## src/rtl/lfsr_gen_if.sv

```systemverilog
// Control and observation bundle for lfsr_gen: step/load controls in, state and
// period measurement out.
interface lfsr_gen_if #(
    parameter int WIDTH = 5
);
    localparam int SEL_W = $clog2(WIDTH);

    logic             en;
    logic             load;
    logic [WIDTH-1:0] seed_in;
    logic             mode_gal;
    logic [SEL_W-1:0] sel;
    logic [WIDTH-1:0] state_out;
    logic             bit_out;
    logic             valid;
    logic             period_done;
    logic [WIDTH-1:0] period_len;
    logic             lockup;

    modport master (
        output en, load, seed_in, mode_gal, sel,
        input  state_out, bit_out, valid, period_done, period_len, lockup
    );

    modport slave (
        input  en, load, seed_in, mode_gal, sel,
        output state_out, bit_out, valid, period_done, period_len, lockup
    );
endinterface

```

## src/rtl/lfsr_gen.sv

```systemverilog
// Run-time configurable Fibonacci/Galois LFSR with seed load, zero-seed
// recovery, selectable serial tap and on-line period measurement.
//
// state | meaning
// IDLE  | out of reset, no load or step seen yet; valid low
// RUN   | sequence live; valid high until reset
module lfsr_gen #(
    parameter int               WIDTH    = 5,
    parameter logic [WIDTH-1:0] FIB_TAPS = 5'b10100,
    parameter logic [WIDTH-1:0] GAL_POLY = 5'b01001,
    parameter logic [WIDTH-1:0] SEED     = 5'b00001
) (
    input  logic        clk,
    input  logic        rst,
    lfsr_gen_if.slave   bus
);
    localparam int SEL_W = $clog2(WIDTH);
    localparam logic [WIDTH-1:0] ONE = {{(WIDTH-1){1'b0}}, 1'b1};

    typedef enum logic {IDLE, RUN} fsm_t;

    fsm_t             fsm_q, fsm_d;
    logic [WIDTH-1:0] lfsr_q;
    logic [WIDTH-1:0] ref_q;
    logic [WIDTH-1:0] cnt_q;
    logic [WIDTH-1:0] plen_q;
    logic             pd_q;
    logic             lock_q;

    logic [WIDTH-1:0] fib_next;
    logic [WIDTH-1:0] gal_next;
    logic [WIDTH-1:0] step_next;
    logic [WIDTH-1:0] cnt_inc;
    logic [WIDTH-1:0] load_val;
    logic             seed_ok;
    logic             bit_sel;

    always_ff @(posedge clk or posedge rst) begin
        if (rst) fsm_q <= IDLE;
        else     fsm_q <= fsm_d;
    end

    always_comb begin
        fsm_d = fsm_q;
        case (fsm_q)
            IDLE:    if (bus.load || bus.en) fsm_d = RUN;
            RUN:     fsm_d = RUN;
            default: fsm_d = IDLE;
        endcase
    end

    assign fib_next  = {lfsr_q[WIDTH-2:0], ^(lfsr_q & FIB_TAPS)};
    assign gal_next  = {lfsr_q[WIDTH-2:0], 1'b0} ^ ({WIDTH{lfsr_q[WIDTH-1]}} & GAL_POLY);
    assign step_next = bus.mode_gal ? gal_next : fib_next;
    assign cnt_inc   = (cnt_q == '1) ? cnt_q : cnt_q + ONE;
    assign seed_ok   = |bus.seed_in;
    // A zero seed would lock the register; substitute the reset seed instead.
    assign load_val  = seed_ok ? bus.seed_in : SEED;

    always_ff @(posedge clk or posedge rst) begin
        if (rst) begin
            lfsr_q <= SEED;
            ref_q  <= SEED;
            cnt_q  <= '0;
            plen_q <= '0;
            pd_q   <= 1'b0;
            lock_q <= 1'b0;
        end else begin
            pd_q   <= 1'b0;
            lock_q <= 1'b0;
            if (bus.load) begin
                lfsr_q <= load_val;
                ref_q  <= load_val;
                cnt_q  <= '0;
                lock_q <= ~seed_ok;
            end else if (bus.en) begin
                lfsr_q <= step_next;
                if (step_next == ref_q) begin
                    plen_q <= cnt_inc;
                    cnt_q  <= '0;
                    pd_q   <= 1'b1;
                end else begin
                    cnt_q  <= cnt_inc;
                end
            end
        end
    end

    // Out-of-range selects match no index and fall back to bit 0.
    always_comb begin
        bit_sel = lfsr_q[0];
        for (int i = 0; i < WIDTH; i++) begin
            if (bus.sel == i[SEL_W-1:0]) bit_sel = lfsr_q[i];
        end
    end

    assign bus.state_out   = lfsr_q;
    assign bus.bit_out     = bit_sel;
    assign bus.valid       = (fsm_q == RUN);
    assign bus.period_done = pd_q;
    assign bus.period_len  = plen_q;
    assign bus.lockup      = lock_q;
endmodule

```

## src/flat_wrapper.sv

```systemverilog
// flat-port wrapper written by rule: the top's interface ports become plain ports
module lfsr_gen_flat 
#(
    parameter int               WIDTH    = 5,
    parameter logic [WIDTH-1:0] FIB_TAPS = 5'b10100,
    parameter logic [WIDTH-1:0] GAL_POLY = 5'b01001,
    parameter logic [WIDTH-1:0] SEED     = 5'b00001
)
  (clk, rst, bus_en, bus_load, bus_seed_in, bus_mode_gal, bus_sel, bus_state_out, bus_bit_out, bus_valid, bus_period_done, bus_period_len, bus_lockup);
  lfsr_gen_if #(.WIDTH(WIDTH)) bus_i ();
  input  logic clk;
  input  logic rst;
  input wire logic [$bits(bus_i.en)-1:0] bus_en;
  input wire logic [$bits(bus_i.load)-1:0] bus_load;
  input wire logic [$bits(bus_i.seed_in)-1:0] bus_seed_in;
  input wire logic [$bits(bus_i.mode_gal)-1:0] bus_mode_gal;
  input wire logic [$bits(bus_i.sel)-1:0] bus_sel;
  output wire logic [$bits(bus_i.state_out)-1:0] bus_state_out;
  output wire logic [$bits(bus_i.bit_out)-1:0] bus_bit_out;
  output wire logic [$bits(bus_i.valid)-1:0] bus_valid;
  output wire logic [$bits(bus_i.period_done)-1:0] bus_period_done;
  output wire logic [$bits(bus_i.period_len)-1:0] bus_period_len;
  output wire logic [$bits(bus_i.lockup)-1:0] bus_lockup;
  assign bus_i.en = bus_en;
  assign bus_i.load = bus_load;
  assign bus_i.seed_in = bus_seed_in;
  assign bus_i.mode_gal = bus_mode_gal;
  assign bus_i.sel = bus_sel;
  assign bus_state_out = bus_i.state_out;
  assign bus_bit_out = bus_i.bit_out;
  assign bus_valid = bus_i.valid;
  assign bus_period_done = bus_i.period_done;
  assign bus_period_len = bus_i.period_len;
  assign bus_lockup = bus_i.lockup;
  lfsr_gen #(.WIDTH(WIDTH), .FIB_TAPS(FIB_TAPS), .GAL_POLY(GAL_POLY), .SEED(SEED)) u_core (.clk(clk), .rst(rst), .bus(bus_i));
endmodule
```

## config.mk

```make
export PLATFORM = sky130hd
export DESIGN_NAME = lfsr_gen_flat
export DESIGN_NICKNAME = d
export VERILOG_FILES = /design/src/rtl/lfsr_gen_if.sv /design/src/rtl/lfsr_gen.sv /design/src/flat_wrapper.sv
export SDC_FILE = /design/constraint.sdc
export NUM_CORES = 1
export LEC_CHECK = 0
export ABC_AREA = 1
export ABC_CLOCK_PERIOD_IN_PS = 1400
export BUFFER_PORTS_ARGS = -buffer_cell sky130_fd_sc_hd__buf_2
export CAP_MARGIN = 40
export CORE_ASPECT_RATIO = 1.75
export CORE_MARGIN = 3
export CORE_UTILIZATION = 48
export DETAILED_ROUTE_END_ITERATION = 12
export PLACE_DENSITY_LB_ADDON = 0.2
export RECOVER_POWER = 25
export SETUP_SLACK_MARGIN = 0.2
export SYNTH_ARGS = -nofsm -noshare
export SYNTH_HDL_FRONTEND = slang
export SYNTH_SLANG_ARGS = --single-unit
```

## constraint.sdc

```tcl
create_clock -name clk -period 1.4 [get_ports clk]
set_clock_uncertainty 0.05 [all_clocks]
set_input_delay 0.07 -clock clk [delete_from_list [all_inputs] [get_ports clk]]
set_output_delay 0.07 -clock clk [all_outputs]
set_load 0.02 [all_outputs]
```

Word-level counts from Yosys, hierarchy flattened
Cells that the tools add are included.
{"block": "totals", "regBits": 23, "inputBits": 13, "elab_cells": 41, "out_inout_bits": 14}
{"block": "op_classes", "addsub": 1, "n_bitwise": 4, "n_eq_ne": 6, "n_reduce_logical": 5, "n_mux": 18}
{"operator": "two-way mux 5 bit", "n": 8}
{"operator": "two-way mux 1 bit", "n": 9}
{"operator": "== test 3 x 2 -> 1 bit, second input constant", "n": 2}
{"operator": "adder 5 x 1 -> 5 bit, second input constant", "n": 1}
{"operator": "== test 5 bit", "n": 1}
{"operator": "== test 5 bit, second input constant", "n": 1}
{"operator": "OR reduction 5 bit", "n": 1}
{"operator": "XOR reduction 5 bit", "n": 1}
{"operator": "bitwise XOR 5 x 4 -> 5 bit", "n": 1}
{"operator": "== test 3 x 1 -> 1 bit, second input constant", "n": 1}
{"operator": "== test 3 bit, second input constant", "n": 1}
{"operator": "NOT 1 bit", "n": 3}
{"operator": "AND reduction 3 bit", "n": 1}
{"operator": "one-hot mux 1 bit (2 select lines)", "n": 1}
{"operator": "nonzero test 2 bit", "n": 1}
{"operator": "logical OR 1 bit", "n": 1}

Depth between registers and ports, before layout
Gate-level depths: netlist (run 1).
{"block": "logic_depth", "word_depth": 6, "ltp_mapped": 9, "depth_no_buf": 9}

Least setup slack after synthesis (run 1)
No wires, ideal clock.
{"block": "synth_timing", "path_type": "register to register", "start": "reg u_core.lfsr_q[0] (netlist: u_core.bus.state_out[0])", "end": "reg u_core.cnt_q[4]", "required_time_ns": 1.232, "path_slack_ns": -0.025, "path_stages_with_launch": 7, "path_buffers": 0, "period_less_slack_ns": 1.425, "setup_time_ns": 0.118, "arrival_time_ns": 1.257, "cell_sequence": "dfstp_2 > xnor2_1 > nand3_2 > nor2_8 > nand2_4 > nand2_2 > o21ai_2"}
{"block": "synth_via", "elab_chain_len": 6}
{"element": "start: declaration", "line_no": "lfsr_gen.sv:23", "rtl": "logic [WIDTH-1:0] lfsr_q;"}
{"element": "start signal: assignment", "line_no": "lfsr_gen.sv:72", "rtl": "lfsr_q <= load_val;"}
{"element": "start signal: assignment", "line_no": "lfsr_gen.sv:77", "rtl": "lfsr_q <= step_next;"}
{"element": "bitwise XOR 5 x 4 -> 5 bit", "line_no": "lfsr_gen.sv:53", "rtl": "assign gal_next = {lfsr_q[WIDTH-2:0], 1'b0} ^ ({WIDTH{lfsr_q[WIDTH-1]}} & GAL_POLY);"}
{"element": "two-way mux 5 bit *", "line_no": "lfsr_gen.sv:54", "rtl": "assign step_next = bus.mode_gal ? gal_next : fib_next;"}
{"element": "== test 5 bit *", "line_no": "lfsr_gen.sv:78", "rtl": "if (step_next == ref_q) begin"}
{"element": "two-way mux 5 bit *", "line_no": "lfsr_gen.sv:78"}
{"element": "two-way mux 5 bit *", "line_no": "lfsr_gen.sv:76", "rtl": "end else if (bus.en) begin"}
{"element": "two-way mux 5 bit *", "line_no": "lfsr_gen.sv:71", "rtl": "if (bus.load) begin"}
{"element": "end signal: assignment", "line_no": "lfsr_gen.sv:83", "rtl": "cnt_q <= cnt_inc;"}
{"element": "end: declaration", "line_no": "lfsr_gen.sv:25", "rtl": "logic [WIDTH-1:0] cnt_q;"}
Every way passes the cells marked *; elsewhere a longest branch is shown, timed or not. The select of a mux whose other input is x is not followed.
A chain may end at the register's enable or synchronous reset.

Worst setup path in the final report (run 1)
{"block": "layout_timing", "start": "reg u_core.lfsr_q[1] (netlist: u_core.bus.state_out[1])", "end": "out bus_bit_out"}
{"block": "layout_via", "elab_chain_len": 4}
{"element": "two-way mux 1 bit (4 in series)", "line_no": "lfsr_gen.sv:93", "rtl": "if (bus.sel == i[SEL_W-1:0]) bit_sel = lfsr_q[i];"}
{"element": "end: declaration", "line_no": "flat_wrapper.sv:19", "rtl": "output wire logic [$bits(bus_i.bit_out)-1:0] bus_bit_out;"}
Every way passes these cells.

==> flow_metrics.py, run 1 <==
metrics = {
    "cells_and_area": {
        "final_area_um2": 1870,
        "synthToLayoutAreaGrowth_pct": 40.4,
        "finalCoreUtilization": 0.724,
        "fillers": 203,
        "nets": 227,
        "drive_above_1_share": 0.467,
        "n_antenna_cell": 0,
    },
    "synthesis": {
        "yosysSeqAreaShare": 0.434,
        "synthTopCellsByArea": "dfrtp_1 39%, nand2_1 16%, nand3_1 4.5%",
        "ys_ff_latch": 23,
        "synthDistinctLibCells": 31,
        "syn_avg_cell_area_um2": 8.07,
        "syn-num-nets": 179,
        "yosysTopAreaCell": "dfrtp_1",
        "synth.top_cell.area_share": 0.395,
        "syn_area_um2": 1330,
        "synthCells": 165,
        "yosys.cell_count.top_type": "nand2_1",
        "synthTopCellsByCount": "58 x nand2_1, 21 x dfrtp_1, 12 x inv_1, 12 x nand3_1, 7 x inv_2",
        "async_flop_share": 1.00,
        "synth-edff-count": 0,
        "synth-main-ff-cell": "dfrtp_1",
        "yosys_warnings": 0,
    },
    "power_and_ir_drop": {
        "p_per_area_nw_per_um2": 970,
        "max-vdd-ir-drop_uv": 557,
        "p_leak_uw": 0.00101,
    },
    "detailed_routing": {
        "via_count": 1294,
        "drt_iter0_drc": 37,
        "drc_errors": 0,
        "dr.max_layer_used": "met4",
        "drt-total-wl_mm": 3.49,
        "wl_met3_um": 112,
        "wl_met2_mm": 2.05,
        "drt_first_pass_iters": 4,
        "antenna_left": 0,
        "wl_per_cell_um": 14.7,
        "wl_met1_mm": 1.25,
        "via_per_inst": 5.44,
    },
    "worst_setup_path": {
        "crit_start": "u_core.bus.state_out[1]$_DFFE_PP0P_",
        "reg2reg_from": "u_core.bus.state_out[2]$_DFFE_PP0P_",
        "cp.required_ns": 1.28,
        "r2r_setup_slack_ns": -0.07,
        "critPathLaunchType": "flop",
        "reg2reg_to": "u_core.bus.period_len[2]$_DFFE_PP0P_",
        "cp_max_fo": 2,
        "arrival_ns": 1.38,
        "critPathCaptureType": "output pin",
        "crit_chain": "buf_6 -> nand2_2 -> nand3_2 -> o31ai_2 -> nand2_1 -> o211ai_1 -> o21ai_1 -> buf_4",
        "crit_type": "reg -> out",
        "slowest_delay_ns": 0.39,
        "r2r_cells": 9,
        "cpMaxStageDelayCell": "dfrtp_1",
    },
    "global_routing": {
        "grt_pass1_vias": 1242,
        "grt_overflow": 0,
        "grt_usage": 0.204,
        "grt_max_degree": 24,
        "antenna_found_initial": 0,
        "grt_first_pass_wirelength_mm": 5.13,
    },
    "clocking": {
        "htreeDepth": 1,
        "cts.clk_slew.worst_paths_ns": 0.08,
        "root_buffer": "clkbuf_8",
        "cts.sinks": 23,
        "clockBufferDepth": 2,
        "clk_latency_ns": 0.26,
        "cts_tree": "done",
        "cts_buffers": 3,
    },
    "floorplanning": {
        "ios": 27,
        "initial_utilization": 0.516,
        "core_area_um2": 2580,
        "die_y_um": 75.7,
        "row_count": 24,
        "dieArea_um2": 3470,
        "die_x_um": 45.8,
    },
    "run_status": {
        "violations": "negative setup slack",
        "outcome": "finished, violations left",
    },
    "placement": {
        "place_congestion": 0.843,
        "dp_slack_ns": 0.00197,
        "dp_hpwl_mm": 2.49,
        "placed_area_um2": 1540,
        "io_buffers": 26,
    },
    "timing": {
        "relSlewSlack": 0.610,
        "max_slew.worst_pin.slew_ns": 0.585,
        "rsz0062_at_grt": "true",
        "fin_crit_ns": 1.50,
        "hold_viol": 0,
        "timing.fmax_mhz": 666,
        "final-setup-viol-count": 11,
        "fin_crit_sh": 1.07,
        "layout_setup_ws_ns": -0.102,
        "slew_viol_final": 0,
    },
    "run": {
        "maxCapViolations": 0,
    },
    "hold_path": {
        "min-delay-start": "bus_seed_in[1]",
        "whs_path_depth": 3,
        "hp-class": "in -> reg",
        "min_to": "u_core.ref_q[1]$_DFFE_PP0P_",
    },
}
## sequential cells by signal, summed over array words and instances, names as in the netlist
name and cells:
u_core.bus.state_out 5, u_core.bus.period_len 5, u_core.bus.valid 1, u_core.cnt_q 5
u_core.bus.period_done 1, u_core.ref_q 5, u_core.bus.lockup 1
## routing by layer
layer,GRT usage,up-vias
li1,-,628
met1,0.202,623
met2,0.392,33
met3,0.0236,10
met4,0.104,0
met5,0,-
## worst max path at each step
stage / end / slack (ns) / cells past startpoint
after floorplan: u_core.bus.period_len[4]$_DFFE_PP0P_ / 0.03 / 6
after global placement: u_core.cnt_q[3]$_DFFE_PP0P_ / 0.04 / 9
after detailed placement: u_core.bus.period_len[2]$_DFFE_PP0P_ / 0.002 / 8
after CTS: bus_bit_out / -0.11 / 8
after global routing: bus_bit_out / -0.18 / 8
final: bus_bit_out / -0.10 / 8
## power breakdown
part	total [uW]	switching [uW]	leakage, uW	internal, uW
Sequential	774	48.5	0.000290	726
Combinational	626	364	0.000697	262
Clock	413	210	0.0000228	203
## critical path: cells and delay by family, from the launching register on
family / cells / cell delay, ns
flops: 1 / 0.39
buf+inv: 2 / 0.28
compound gates: 3 / 0.23
simple gates: 3 / 0.22
## timing repair
item	in CTS	in global routing
setup buffers	6	6
hold endpoints to repair	21	0
resized for setup	16	28
pin swaps	9	11
endpoints found under the setup margin	13	15
hold buffers	1	0
## layout make-up
class | count | area (um^2) | share of cell area
flip-flops and latches | 23 | 581 | 0.311
clock buffers | 4 | 45.0 | 0.0241
well taps | 26 | 32.5 | 0.0174
repair buffers | 45 | 314 | 0.168
inverters | 19 | 76.3 | 0.0408
multi-input cells | 121 | 821 | 0.439
## through the flow
| stage | std cells | hold WS (ns) | total power, uW | TNS, ns |
|---|---|---|---|---|
| 3_5_place_dp | 221 | 0.0858 | 1240 | 0 |
| 6_report | 238 | 0.000334 | 1810 | -0.332 |
| 4_1_cts | 232 | 0.000214 | 1700 | -0.241 |
| 5_1_grt | 238 | 0.00780 | 1900 | -1.18 |
| 2_1_floorplan | 165 | 0.0203 | 1090 | 0 |
| 3_3_place_gp | 221 | 0.0682 | 1220 | 0 |
## cells in the final DEF, fill, tap and decap left out, types with 3 or more instances in the layout
cell type	count
o211ai_1	3
nand2_4	8
nand3_2	4
nand4_1	5
dfrtp_1	19
inv_1	11
nand2_2	10
nand2_1	49
nand3_1	8
buf_4	11
nand3_4	4
nor2_1	5
buf_2	23
buf_6	9
inv_2	6
clkbuf_8	3
a21oi_1	3
## cells by family (layout without fill, tap and decap cells)
logic type,count (synthesis),after routing,synth area share
AO/OA/AOI/OAI,14,14,0.0658
buffers and inverters,21,68,0.0630
adder cells (fa/ha/maj),1,1,0.00940
AND/OR/NAND/NOR,102,102,0.401
flip-flops,23,23,0.434
XOR/XNOR,4,4,0.0263
No activity file was read; power rests on OpenSTA's default activity.
==> inputs of run 2 (changes only) <==
--- a/config.mk
+++ b/config.mk
@@ -11,10 +11,10 @@
 export CAP_MARGIN = 40
 export CORE_ASPECT_RATIO = 1.75
 export CORE_MARGIN = 3
-export CORE_UTILIZATION = 48
+export CORE_UTILIZATION = 51
+export CTS_BUF_LIST = sky130_fd_sc_hd__clkbuf_4
 export DETAILED_ROUTE_END_ITERATION = 12
 export PLACE_DENSITY_LB_ADDON = 0.2
-export RECOVER_POWER = 25
 export SETUP_SLACK_MARGIN = 0.2
 export SYNTH_ARGS = -nofsm -noshare
 export SYNTH_HDL_FRONTEND = slang
==> run 2 against run 1 <==
Compared with the run above:
- the flow finishes with violations (negative hold slack, negative setup slack)
- maximum frequency is 3.3% lower
- sequential power is essentially flat
- sequential share of layout area increased by 0.40 points
- global-route usage rose by 2.5 points
- non-clock buffer count up 2
- die area down 5.3%
- cell area is 1.3% lower
- wire length rose by 2.1%
- sequential cell count unchanged
- critical path type unchanged
- largest cell class unchanged
==> flow_metrics.py, run 2 (synthesis results as in run 1) <==
metrics = {
    "cells_and_area": {
        "synthToLayoutAreaGrowth_pct": 38.6,
        "final_common_cell": "nand2_1",
        "nets": 229,
        "final_cell_mix": "54 x nand2_1, 22 x buf_2, 19 x dfrtp_1, 12 x inv_1, 12 x buf_4",
        "drive_above_1_share": 0.430,
        "finalCoreUtilization": 0.773,
        "instances_no_fill": 239,
        "n_antenna_cell": 0,
    },
    "global_routing": {
        "grt_max_degree": 24,
        "grt_first_pass_wirelength_mm": 5.52,
        "antenna_found_initial": 0,
        "grt_overflow": 0,
        "grt_pass1_vias": 1260,
        "grt_usage": 0.229,
    },
    "clocking": {
        "cts.clk_slew.worst_paths_ns": 0.12,
        "clockBufferDepth": 2,
        "root_buffer": "clkbuf_4",
        "cts.sinks": 23,
        "cts_buffers": 3,
        "clk_latency_ns": 0.31,
        "htreeDepth": 1,
        "cts_tree": "done",
    },
    "worst_setup_path": {
        "crit_chain": "buf_6 -> nand2_4 -> nand3_2 -> o31ai_2 -> nand2_1 -> o211ai_1 -> o21ai_1 -> buf_4",
        "critPathCaptureType": "output pin",
        "critical_path_buf_inv_count": 2,
        "slowest_delay_ns": 0.40,
        "cp_max_fo": 2,
        "critical_path_depth": 8,
        "crit_type": "reg -> out",
        "cpLargestDelayFamily": "flip-flops",
        "r2r_cells": 8,
        "arrival_ns": 1.43,
        "cp.required_ns": 1.28,
        "cpMaxStageDelayCell": "dfrtp_1",
        "critPathLaunchType": "flop",
    },
    "placement": {
        "io_buffers": 26,
        "place_congestion": 0.848,
        "placed_cells": 220,
        "dp_hpwl_mm": 2.50,
    },
    "floorplanning": {
        "initial_utilization": 0.557,
        "core_area_um2": 2390,
        "die_y_um": 73.6,
        "die_x_um": 44.6,
        "dieArea_um2": 3280,
        "row_count": 23,
        "ios": 27,
    },
    "detailed_routing": {
        "via_per_inst": 5.30,
        "wl_per_cell_um": 14.9,
        "via_count": 1266,
        "drt-total-wl_mm": 3.56,
        "drc_errors": 0,
        "antenna_left": 0,
        "drt_first_pass_iters": 4,
        "drt_iter0_drc": 53,
    },
    "power_and_ir_drop": {
        "pwr-share-seq": 0.455,
        "p_switching_uw": 588,
        "internal-power_uw": 1110,
        "pwr-share-clk": 0.186,
        "swShare": 0.345,
        "max-vdd-ir-drop_uv": 648,
        "p_leak_uw": 0.000995,
        "power_frac_comb": 0.360,
        "p_per_area_nw_per_um2": 922,
    },
    "timing": {
        "timing.fmax_mhz": 644,
        "fin_crit_ns": 1.55,
        "relSlewSlack": 0.804,
        "fin_crit_sh": 1.11,
        "final-setup-viol-count": 12,
        "layout_setup_ws_ns": -0.154,
        "rsz0062_at_grt": "true",
        "slew_viol_final": 0,
        "hold_viol": 1,
        "max_slew.worst_pin.slew_ns": 0.294,
        "fin_hold_ws_ns": -0.0131,
    },
    "hold_path": {
        "whs_path_depth": 3,
        "hp-class": "in -> reg",
    },
    "run_status": {
        "outcome": "finished, violations left",
        "violations": "negative hold slack, negative setup slack",
    },
    "run": {
        "maxCapViolations": 0,
    },
}
-- run 2: changes by cell type in the layout (fill, tap and decap cells not counted), moves of 2 or more --
cell / delta
nand2_1: +5
clkbuf_8: -3
dlygate4sd3_1: +3
nand3_4: -2
nand2_2: -3
nand2_4: -2
clkbuf_4: +4
-- run 2: layout make-up --
class	count	area [um^2]
inverter	19	76.3
timing repair buffer	47	350
sequential	23	581
multi-input combinational	121	777
fill	163	543
tap	25	31.3
clock buffer	4	30.0
-- run 2: timing repair --
action,CTS,global route
pin swaps,3,7
hold buffers,5,0
resized for setup,16,17
endpoints found under the hold margin,29,0
setup endpoints to repair,13,18
buffers inserted,5,6
-- run 2: worst paths after layout --
path                                                             end                                start  slack (ns)
worst max-delay path                                     bus_bit_out  u_core.bus.state_out[3]$_DFFE_PP0P_       -0.15
worst min-delay path             u_core.bus.state_out[0]$_DFFE_PP1P_                       bus_seed_in[0]       -0.01
worst max register to register  u_core.bus.period_len[0]$_DFFE_PP0P_  u_core.bus.state_out[1]$_DFFE_PP0P_       -0.13
worst min register to register            u_core.bus.valid$_DFF_PP0_           u_core.bus.valid$_DFF_PP0_        0.43
max in group asynchronous                u_core.ref_q[0]$_DFFE_PP1P_                                  rst        0.73
min in group asynchronous                 u_core.bus.valid$_DFF_PP0_                                  rst        0.27
-- run 2: per-layer routing --
metal  GRT usage  part of all wire
met5           0                 0
met4      0.0805             0.011
met3      0.0147             0.027
met2       0.432              0.57
met1       0.257              0.39
-- run 2: power by group through the flow --
| stage | combinational, uW | sequential [uW] | clock [uW] |
|---|---|---|---|
| detailed placement | 455 | 782 | 0 |
| floorplan | 260 | 831 | 0 |
| global route | 657 | 779 | 352 |
| finish | 612 | 774 | 316 |
| global placement | 444 | 781 | 0 |
| CTS | 533 | 771 | 323 |
-- run 2: stage by stage --
step                setup slack (ns)  setup TNS (ns)  hold WS, ns  area, um^2  power [uW]
floorplan                     0.0331               0       0.0203        1340        1090
global placement              0.0348               0       0.0654        1540        1230
detailed placement           -0.0319         -0.0558       0.0682        1540        1240
CTS                           -0.142          -0.142       0.0162        1720        1630
global route                  -0.245           -2.08      -0.0126        1850        1790
finish                        -0.154           -1.07      -0.0131        1850        1700
-- run 2: tightest hold or removal path, delay by kind of cell --
| family | cells | cell delay [ns] |
|---|---|---|
| AND/OR/NAND/NOR | 1 | 0.08 |
| AO/OA/AOI/OAI | 1 | 0.07 |
| buffers and inverters | 1 | 0.10 |
